**config.mk**
```make
export PLATFORM = sky130hd
export DESIGN_NAME = par_circular_buffer
export DESIGN_NICKNAME = d
export VERILOG_FILES = /design/src/rtl/par_circular_buffer_pkg.sv /design/src/rtl/par_circular_buffer_circ_ptr_inc.sv /design/src/rtl/par_circular_buffer.sv
export SDC_FILE = /design/constraint.sdc
export NUM_CORES = 1
export LEC_CHECK = 0
export ABC_CLOCK_PERIOD_IN_PS = 7350
export CORE_MARGIN = 3
export CORE_UTILIZATION = 35
export CTS_BUF_LIST = sky130_fd_sc_hd__clkbuf_8
export DETAILED_ROUTE_END_ITERATION = 12
export GPL_TIMING_DRIVEN = 1
export SLEW_MARGIN = 30
export SYNTH_ARGS = -nofsm -noshare
export SYNTH_HDL_FRONTEND = slang
export SYNTH_HIERARCHICAL = 1
export SYNTH_SLANG_ARGS = --single-unit
```
**constraint.sdc**
```tcl
create_clock -name clk -period 7.35 [get_ports clk]
set_input_delay 0.735 -clock clk [delete_from_list [all_inputs] [get_ports clk]]
set_output_delay 0.735 -clock clk [all_outputs]
set_load 0.01 [all_outputs]
```
**src/rtl/par_circular_buffer_pkg.sv**
```systemverilog
// Shared constants and helpers for the PE-array word buffers.
package par_circular_buffer_pkg;

  localparam int DATA_WIDTH = 20;
  localparam int BUF_DEPTH  = 60;

  // Ceiling log2. Returns 0 for values of 0 or 1.
  function automatic int clog2(input int value);
    int result;
    result = 0;
    while ((1 << result) < value) begin
      result++;
    end
    return result;
  endfunction

  // Width of a pointer into a DEPTH-word array. Never narrower than one bit.
  function automatic int ptr_width(input int depth);
    return (clog2(depth) < 1) ? 1 : clog2(depth);
  endfunction

endpackage

```
**src/rtl/par_circular_buffer_circ_ptr_inc.sv**
```systemverilog
// Modulo-DEPTH pointer advance by a fixed STEP. Wraps by comparing the
// incremented value against DEPTH and subtracting, so DEPTH may be any
// integer, not only a power of two.
module circ_ptr_inc
  import par_circular_buffer_pkg::*;
#(
  parameter int DEPTH = BUF_DEPTH,
  parameter int STEP  = 1,
  parameter int PTR_W = ptr_width(DEPTH)
) (
  input  logic [PTR_W-1:0] ptr,
  output logic [PTR_W-1:0] ptr_next
);

  // One extra bit holds ptr+STEP, which can reach 2*DEPTH-1 at most.
  localparam logic [PTR_W:0] STEP_EXT  = STEP[PTR_W:0];
  localparam logic [PTR_W:0] DEPTH_EXT = DEPTH[PTR_W:0];

  logic [PTR_W:0] sum;

  // Add the step, then fold back into 0..DEPTH-1 with a single subtract.
  always_comb begin
    sum = {1'b0, ptr} + STEP_EXT;
    if (sum >= DEPTH_EXT) begin
      ptr_next = PTR_W'(sum - DEPTH_EXT);
    end else begin
      ptr_next = PTR_W'(sum);
    end
  end

endmodule

```
**src/rtl/par_circular_buffer.sv**
```systemverilog
// Circular word buffer with parallel push (PAR_WRITE words) and parallel
// first-word-fall-through pop (PAR_READ words). Slice 0 of din and dout is
// always the oldest word. Storage is never cleared; reset and flush only
// rewind the pointers and the occupancy count.
module par_circular_buffer
  import par_circular_buffer_pkg::*;
#(
  parameter int BITS      = DATA_WIDTH,
  parameter int DEPTH     = BUF_DEPTH,
  parameter int PAR_WRITE = 1,
  parameter int PAR_READ  = 1,
  parameter int CNT_W     = clog2(DEPTH + 1)
) (
  input  logic                      clk,
  input  logic                      rst,
  input  logic                      write_en,
  input  logic [PAR_WRITE*BITS-1:0] din,
  input  logic                      read_en,
  input  logic                      flush,
  output logic [PAR_READ*BITS-1:0]  dout,
  output logic                      ready,
  output logic                      valid,
  output logic [CNT_W-1:0]          count,
  output logic                      err
);

  localparam int PTR_W = ptr_width(DEPTH);

  localparam logic [CNT_W-1:0] WRITE_STEP = CNT_W'(PAR_WRITE);
  localparam logic [CNT_W-1:0] READ_STEP  = CNT_W'(PAR_READ);
  localparam logic [CNT_W-1:0] FREE_LIMIT = CNT_W'(DEPTH - PAR_WRITE);

  logic [BITS-1:0]  mem [DEPTH];
  logic [PTR_W-1:0] wr_ptr;
  logic [PTR_W-1:0] rd_ptr;
  logic [PTR_W-1:0] wr_ptr_next;
  logic [PTR_W-1:0] rd_ptr_next;
  logic [PTR_W-1:0] wr_addr [PAR_WRITE];
  logic [PTR_W-1:0] rd_addr [PAR_READ];
  logic             do_write;
  logic             do_read;
  logic [CNT_W-1:0] count_inc;
  logic [CNT_W-1:0] count_dec;

  // Base pointer plus a small lane offset, folded into 0..DEPTH-1.
  function automatic logic [PTR_W-1:0] wrap_offset(input logic [PTR_W-1:0] base,
                                                   input int offset);
    int sum;
    sum = int'(base) + offset;
    if (sum >= DEPTH) begin
      sum = sum - DEPTH;
    end
    return PTR_W'(sum);
  endfunction

  circ_ptr_inc #(
    .DEPTH (DEPTH),
    .STEP  (PAR_WRITE),
    .PTR_W (PTR_W)
  ) u_wr_inc (
    .ptr      (wr_ptr),
    .ptr_next (wr_ptr_next)
  );

  circ_ptr_inc #(
    .DEPTH (DEPTH),
    .STEP  (PAR_READ),
    .PTR_W (PTR_W)
  ) u_rd_inc (
    .ptr      (rd_ptr),
    .ptr_next (rd_ptr_next)
  );

  // Space and data flags look only at the registered count.
  always_comb begin
    ready = (count <= FREE_LIMIT);
    valid = (count >= READ_STEP);
  end

  // Accept decisions; reset and flush suppress both directions.
  always_comb begin
    do_write  = write_en && ready && !rst && !flush;
    do_read   = read_en && valid && !rst && !flush;
    count_inc = do_write ? WRITE_STEP : '0;
    count_dec = do_read ? READ_STEP : '0;
  end

  // Per-lane memory addresses for the write and read windows.
  always_comb begin
    for (int i = 0; i < PAR_WRITE; i++) begin
      wr_addr[i] = wrap_offset(wr_ptr, i);
    end
    for (int i = 0; i < PAR_READ; i++) begin
      rd_addr[i] = wrap_offset(rd_ptr, i);
    end
  end

  // Fall-through read window: the oldest PAR_READ words, slice 0 first.
  always_comb begin
    dout = '0;
    for (int i = 0; i < PAR_READ; i++) begin
      dout[i*BITS +: BITS] = mem[rd_addr[i]];
    end
  end

  // Storage write; deliberately has no reset so contents survive flush/rst.
  always_ff @(posedge clk) begin
    if (do_write) begin
      for (int i = 0; i < PAR_WRITE; i++) begin
        mem[wr_addr[i]] <= din[i*BITS +: BITS];
      end
    end
  end

  // Pointers, occupancy and sticky error; reset beats flush beats traffic.
  always_ff @(posedge clk) begin
    if (rst || flush) begin
      wr_ptr <= '0;
      rd_ptr <= '0;
      count  <= '0;
      err    <= 1'b0;
    end else begin
      if (do_write) begin
        wr_ptr <= wr_ptr_next;
      end
      if (do_read) begin
        rd_ptr <= rd_ptr_next;
      end
      count <= count + count_inc - count_dec;
      if ((write_en && !ready) || (read_en && !valid)) begin
        err <= 1'b1;
      end
    end
  end

endmodule

```
# After elaboration in Yosys (flattened, before gate mapping)
# Memory sizes are Yosys's and may differ from the RTL's.
# Cells that the tools add are included.
word_totals:
  word_cells: 41
  in_bits: 25
  output_inout_bits: 29
  ram_bits: 1200
  ff_bits: 19
  n_memories: 1
op_classes:
  addsub: 8
  n_lt_le_gt_ge: 6
  n_mux: 8
  n_reduce_logical: 14
memory_table:
  columns: ["name", "words", "width", "read_ports", "rd_clocked_by_memory_dff", "write_ports", "line_no", "source"]
  rows:
  - ["mem", 60, 20, 1, 0, 1, "par_circular_buffer.sv:33", "logic [BITS-1:0] mem [DEPTH];"]
op_table:
  columns: ["cell", "n"]
  rows:
  - ["6-bit 2-to-1 mux", 4]
  - ["6-bit subtractor, second input constant", 4]
  - ["6-bit by 1-bit adder with 7-bit output, second input constant", 2]
  - ["7-bit by 6-bit >= comparator with 1-bit output, second input constant", 2]
  - ["6-bit >= comparator, second input constant", 2]
  - ["1-bit logical AND", 8]
  - ["6-bit by 1-bit adder with 6-bit output", 1]
  - ["6-bit by 1-bit >= comparator with 1-bit output, second input constant", 1]
  - ["6-bit less-or-equal comparator, second input constant", 1]
  - ["6-bit by 1-bit subtractor with 6-bit output", 1]
  - ["1-bit zero test", 4]
  - ["1-bit 2-to-1 mux", 4]
  - ["1-bit logical OR", 2]

# Logic depth before layout (Yosys ltp)
depth:
  depth_word: 7
  depth_mapped: 16
  mapped_depth_nobuf: 16

# Hierarchy
# The synthesis kept the hierarchy.
modules_own_cells:
  columns: ["module", "seq_area_each_um2", "n_inst", "cells_each", "area_each_um2"]
  rows:
  - ["par_circular_buffer", 36414.9, 1, 2341, 47259.1]
  - ["circ_ptr_inc", 0.0, 2, 29, 206.4]

# Worst setup path before layout
# OpenSTA, ideal clock, no wires.
synth_timing:
  kind: "reg-to-reg"
  startpoint: "register count[2]"
  endpoint: "memory mem[47][0] (netlist name) (enable)"
  arrival_ns: 2.785
  path_stages_with_launch: 9
  n_path_buf: 0
  path_slack_ns: 4.169
  required_ns: 6.953
  setup_time_ns: 0.397
  synth_period_minus_slack_ns: 3.181
  cell_sequence: "dfxtp_1 inv_1 ha_1 nand3_1 nand3_1 nand2_1 nor2_1 nand4b_1 nor2_1"
synth_between:
  elab_chain_cells: 6
synth_rtl:
  columns: ["item", "line_no", "source"]
  rows:
  - ["from (decl)", "par_circular_buffer.sv:23", "output logic [CNT_W-1:0] count,"]
  - ["from (signal assigned)", "par_circular_buffer.sv:129", "count <= count + count_inc - count_dec;"]
  - ["6-bit less-or-equal comparator", "par_circular_buffer.sv:76", "ready = (count <= FREE_LIMIT);"]
  - ["net ready", "par_circular_buffer.sv:21", "output logic ready,"]
  - ["1-bit logical AND (3 in series)", "par_circular_buffer.sv:82", "do_write = write_en && ready && !rst && !flush;"]
  - ["1-bit 2-to-1 mux", "par_circular_buffer.sv:108", "if (do_write) begin"]
  - ["1-bit 2-to-1 mux (implied by the code)", "par_circular_buffer.sv:110", "mem[wr_addr[i]] <= din[i*BITS +: BITS];"]
  - ["to (decl)", "par_circular_buffer.sv:33", null]
# The timed path passes the listed nets, and every way through them passes these cells.

# Final worst setup path
layout_timing:
  startpoint: "register rd_ptr[2]"
  endpoint: "output dout[13]"
layout_between:
  elab_chain_cells: 3
  word_cells_on_any_way: 4
  cone_classes: "add/sub: 1; order compare: 1; mux: 1; memory: 1"
layout_rtl:
  columns: ["item", "line_no", "source"]
  rows:
  - ["from (decl)", "par_circular_buffer.sv:35", "logic [PTR_W-1:0] rd_ptr;"]
  - ["from (signal assigned)", "par_circular_buffer.sv:127", "rd_ptr <= rd_ptr_next;"]
  - ["6-bit subtractor / 6-bit >= comparator (equally long branches)", "par_circular_buffer.sv:51, par_circular_buffer.sv:50", null]
  - ["6-bit 2-to-1 mux *", "par_circular_buffer.sv:50", "if (sum >= DEPTH) begin"]
  - ["memory read 60 x 20 bit *", null, null]
  - ["to (decl)", "par_circular_buffer.sv:20", "output logic [PAR_READ*BITS-1:0] dout,"]
# Mark *: on every way between the ends. The rest lies on a longest branch, timed or not.

==> summary.md <==
| Metric | Value |
|---|---|
| Die area | `140700 um^2` |
| Worst Path Buf+Inv | `2` |
| Synth top area cells | `edfxtp_1, mux4_2, nand2_1` |
| Sequential Power Share | `0.565` |
| Final min period | `6.070 ns` |
| Unrepaired setup endpoints after global routing | `no` |
| CP Capture Type | `output pin` |
| Peak Freq | `164.8 MHz` |
| Worst-path cell chain | `ha_1 -> nand3_4 -> xnor2_4 -> buf_4 -> mux2i_1 -> o221ai_1 -> o31ai_1 -> a211oi_1 -> clkdlybuf4s50_1` |
| Initial antenna violation count | `6` |
| CP max FO | `32` |
| CP startpoint | `rd_ptr[2]$_SDFFE_PP0P_` |
| Fillers | `approximately 12000` |
| Crit Path Class | `flip-flop to output pin` |
| IR Drop Worst-Case VDD | `0.2064 mV` |
| DRT antenna net count | `0` |
| Slew Limit Fails | `0` |
| Post-CTS setup repair buffer count | `0` |
| Final worst-path cycle share | `0.8258` |
| CP arrival | `around 5.3 ns` |
| Ys flop type | `edfxtp_1` |
| Post-cts hold buffer count | `0` |
| Total number of vias | `24585` |
| Worst-path clk slew | `about 0.060 ns` |
| CP Data Required Time | `6.61 ns` |
| Post-synthesis cell area | `47670 um^2` |
| Final Setup Violations | `0` |
| Routed wire length per instance | `between 20 and 30 um` |
| Final Hold Vio Count | `0` |
| Origin of the critical flop-to-flop path | `count[2]$_SDFF_PP0_` |
| Cell taking the most area after synthesis | `edfxtp_1` |
| Post-synth EDFFs | `1200` |
| Root Buffer | `clkbuf_8` |
| Post-Syn Instances | `about 2400` |
| CTS tree | `yes` |
| Grt ovf | `0` |
| Comb pwr share | `0.041` |
| Largest delay share family, worst path | `compound AO/OA/AOI/OAI gates` |
| Largest net degree at the start of global routing | `83` |
| Area share of the largest cell type after synthesis | `0.7559` |
| Placed cell count | `4196` |
| Ratio of cells with drive above 1 in the final layout | `0.2643` |
| Pwr dens | `between 200 and 250 nW/um^2` |
| Post-cts resize count | `0` |
| Total Wirelength | `122300 um` |
| All-Layer GR Usage | `0.1740` |
| IO Port Bufs | `53` |
| Post-synthesis cell type count | `49` |
| Power Internal | `10.58 mW` |
| Yosys warns | `6` |
| Via density | `between 5 and 6` |
| Status | `finished, final reports clean` |
| Bufs on Longest Clock Path | `3` |
| Hold Startpoint | `din[18]` |
| Clock latency on the worst-skew pair | `0.88 ns` |
| First-pass GRT wire length | `177700 um` |
| Clk sinks | `roughly 1200` |
| H-tree depth | `4` |
| Starting Density | `0.3550` |
| Num rows | `134` |
| Clock Power Share | `0.395` |
| Core area | `134300 um^2` |
| Slowest stage cell, crit path | `a211oi_1` |
| Ys async rst share | `0` |
| Least-Margin Pin Slew | `0.9389 ns` |
| Die W | `375.1 um` |
| Seq cells post-synth | `about 1200` |
| P_sw | `2.979 mW` |
| Sequential area share after synthesis | `0.7639` |
| Final-stage net count | `2663` |
| Mapped Nets | `about 2400` |
| DRT iter0 DRCs | `2906` |
| Area delta synth->final | `13.98%` |
| DRC viols | `0` |
| TritonRoute pass-1 iters | `7` |
| Syn Area/Cell | `19.87 um^2` |
| Headroom to the max-slew limit | `0.3741` |
| Hold Path Class | `primary input to flip-flop` |
| Fin Setup TNS | `0 ns` |
| Post-Layout Cell Count | `4543` |
| Max cap viols | `0` |
| Routability Congestion | `0.8889` |
| CTS Buf Count | `188` |
| Die Ht | `375.1 um` |
| CP peak stage delay | `0.68 ns` |
| Post-DP HPWL | `71460 um` |
| Worst Clk Skew | `~0.056 ns` |
| Number of I/O pins | `54` |
| Pleak | `16.78 nW` |
| CP Launch Type | `flip-flop` |
| Net Sw Frac | `0.2197` |
| Vias in the first global route | `25172` |
==> power groups by stage <==
stage	Sequential, mW	Clock (mW)	Combinational, mW
after global routing	7.65	5.79	0.591
final	7.65	5.35	0.550
after detailed placement	7.80	0	0.561
after global placement	7.80	0	0.550
after CTS	7.65	5.46	0.562
after floorplan	7.79	0	0.300
==> path summary, 6_finish.rpt <==
path	cells past startpoint	slack (ns)	endpoint
max reg2reg	8	3.16	mem[39][3]$_DFFE_PP_
min	1	0.41	mem[35][18]$_DFFE_PP_
max	9	1.28	dout[13]
min reg2reg	2	0.54	err$_SDFFE_PP0P_
==> cells in the final DEF (no fill, tap or decap), types with 6 or more instances in the layout <==
master              n
clkdlybuf4s50_1    33
xnor2_1            12
clkinv_2           20
inv_1              75
clkinv_1           53
mux4_2            300
a21oi_1            30
edfxtp_1         1200
clkbuf_8          191
ha_1               19
nand3_1           168
o31ai_1             6
nand2_1           288
mux2i_1            18
xor2_1              6
nor2_2             57
dfxtp_1            17
nor2_1             21
a2111oi_0           6
buf_4             102
a211oi_1           11
bufinv_16           8
o211ai_1           14
buf_2              17
nand4_1            18
==> cells by family (layout without fill, tap and decap cells) <==
kind of cell,count (synthesis),after routing,share of synthesized area
AO/OA/AOI/OAI,90,90,0.01297
XOR/XNOR,20,20,0.004068
adder cells (fa/ha/maj),20,20,0.005407
buffers and inverters,143,517,0.01352
flip-flops,1219,1219,0.7639
multiplexers,322,322,0.1464
other,0,2,0
AND/OR/NAND/NOR,585,585,0.05375
==> area by class of cell <==
type                            count  area (um^2)  area share
Antenna cell                        2        5.005  0.00009211
Sequential cell                  1219        36420      0.6703
Clock buffer                      191         2629     0.04838
Tap cell                         1768         2212     0.04071
Clock inverter                    154        920.9     0.01695
Timing Repair Buffer              156         1261     0.02321
Multi-Input combinational cell   1037        10820      0.1992
Inverter                           16        60.06    0.001105
==> cells in the mapped netlist, drive strengths merged (16+ instances only) <==
cell type / count
mux2i: 19
ha: 19
nor2: 82
dfxtp: 19
clkbuf: 55
edfxtp: 1200
buf: 72
nand4: 18
a21oi: 30
inv: 16
mux4: 300
nand3: 169
nand2: 288
==> state kept, by name, indices dropped and copies added, names as in the netlist <==
| name | cells |
|---|---|
| mem | 1200 |
| count | 6 |
| rd_ptr | 6 |
| wr_ptr | 6 |
| err | 1 |
==> per-layer routing <==
layer / track usage / vias up / wire length (um)
met4: 0.05971 / 6 / 3760
met2: 0.2710 / 1125 / 57560
li1: - / 10215 / -
met3: 0.04162 / 196 / 10200
met1: 0.2407 / 13043 / 50570
met5: 0 / - / 193
==> stage by stage <==
stage	hold slack [ns]	utilization	setup slack [ns]	power (mW)	instance area (um^2)
floorplan	0.5125	-	4.169	8.093	47670
finish	0.4089	0.4046	1.280	13.56	54330
global route	0.3876	0.4046	0.9840	14.03	54330
detailed placement	0.5294	0.3781	2.326	8.361	50770
global placement	0.5049	0.3780	2.410	8.350	50760
CTS	0.3550	0.4045	1.342	13.68	54320
No activity file was read; power rests on OpenSTA's default activity.
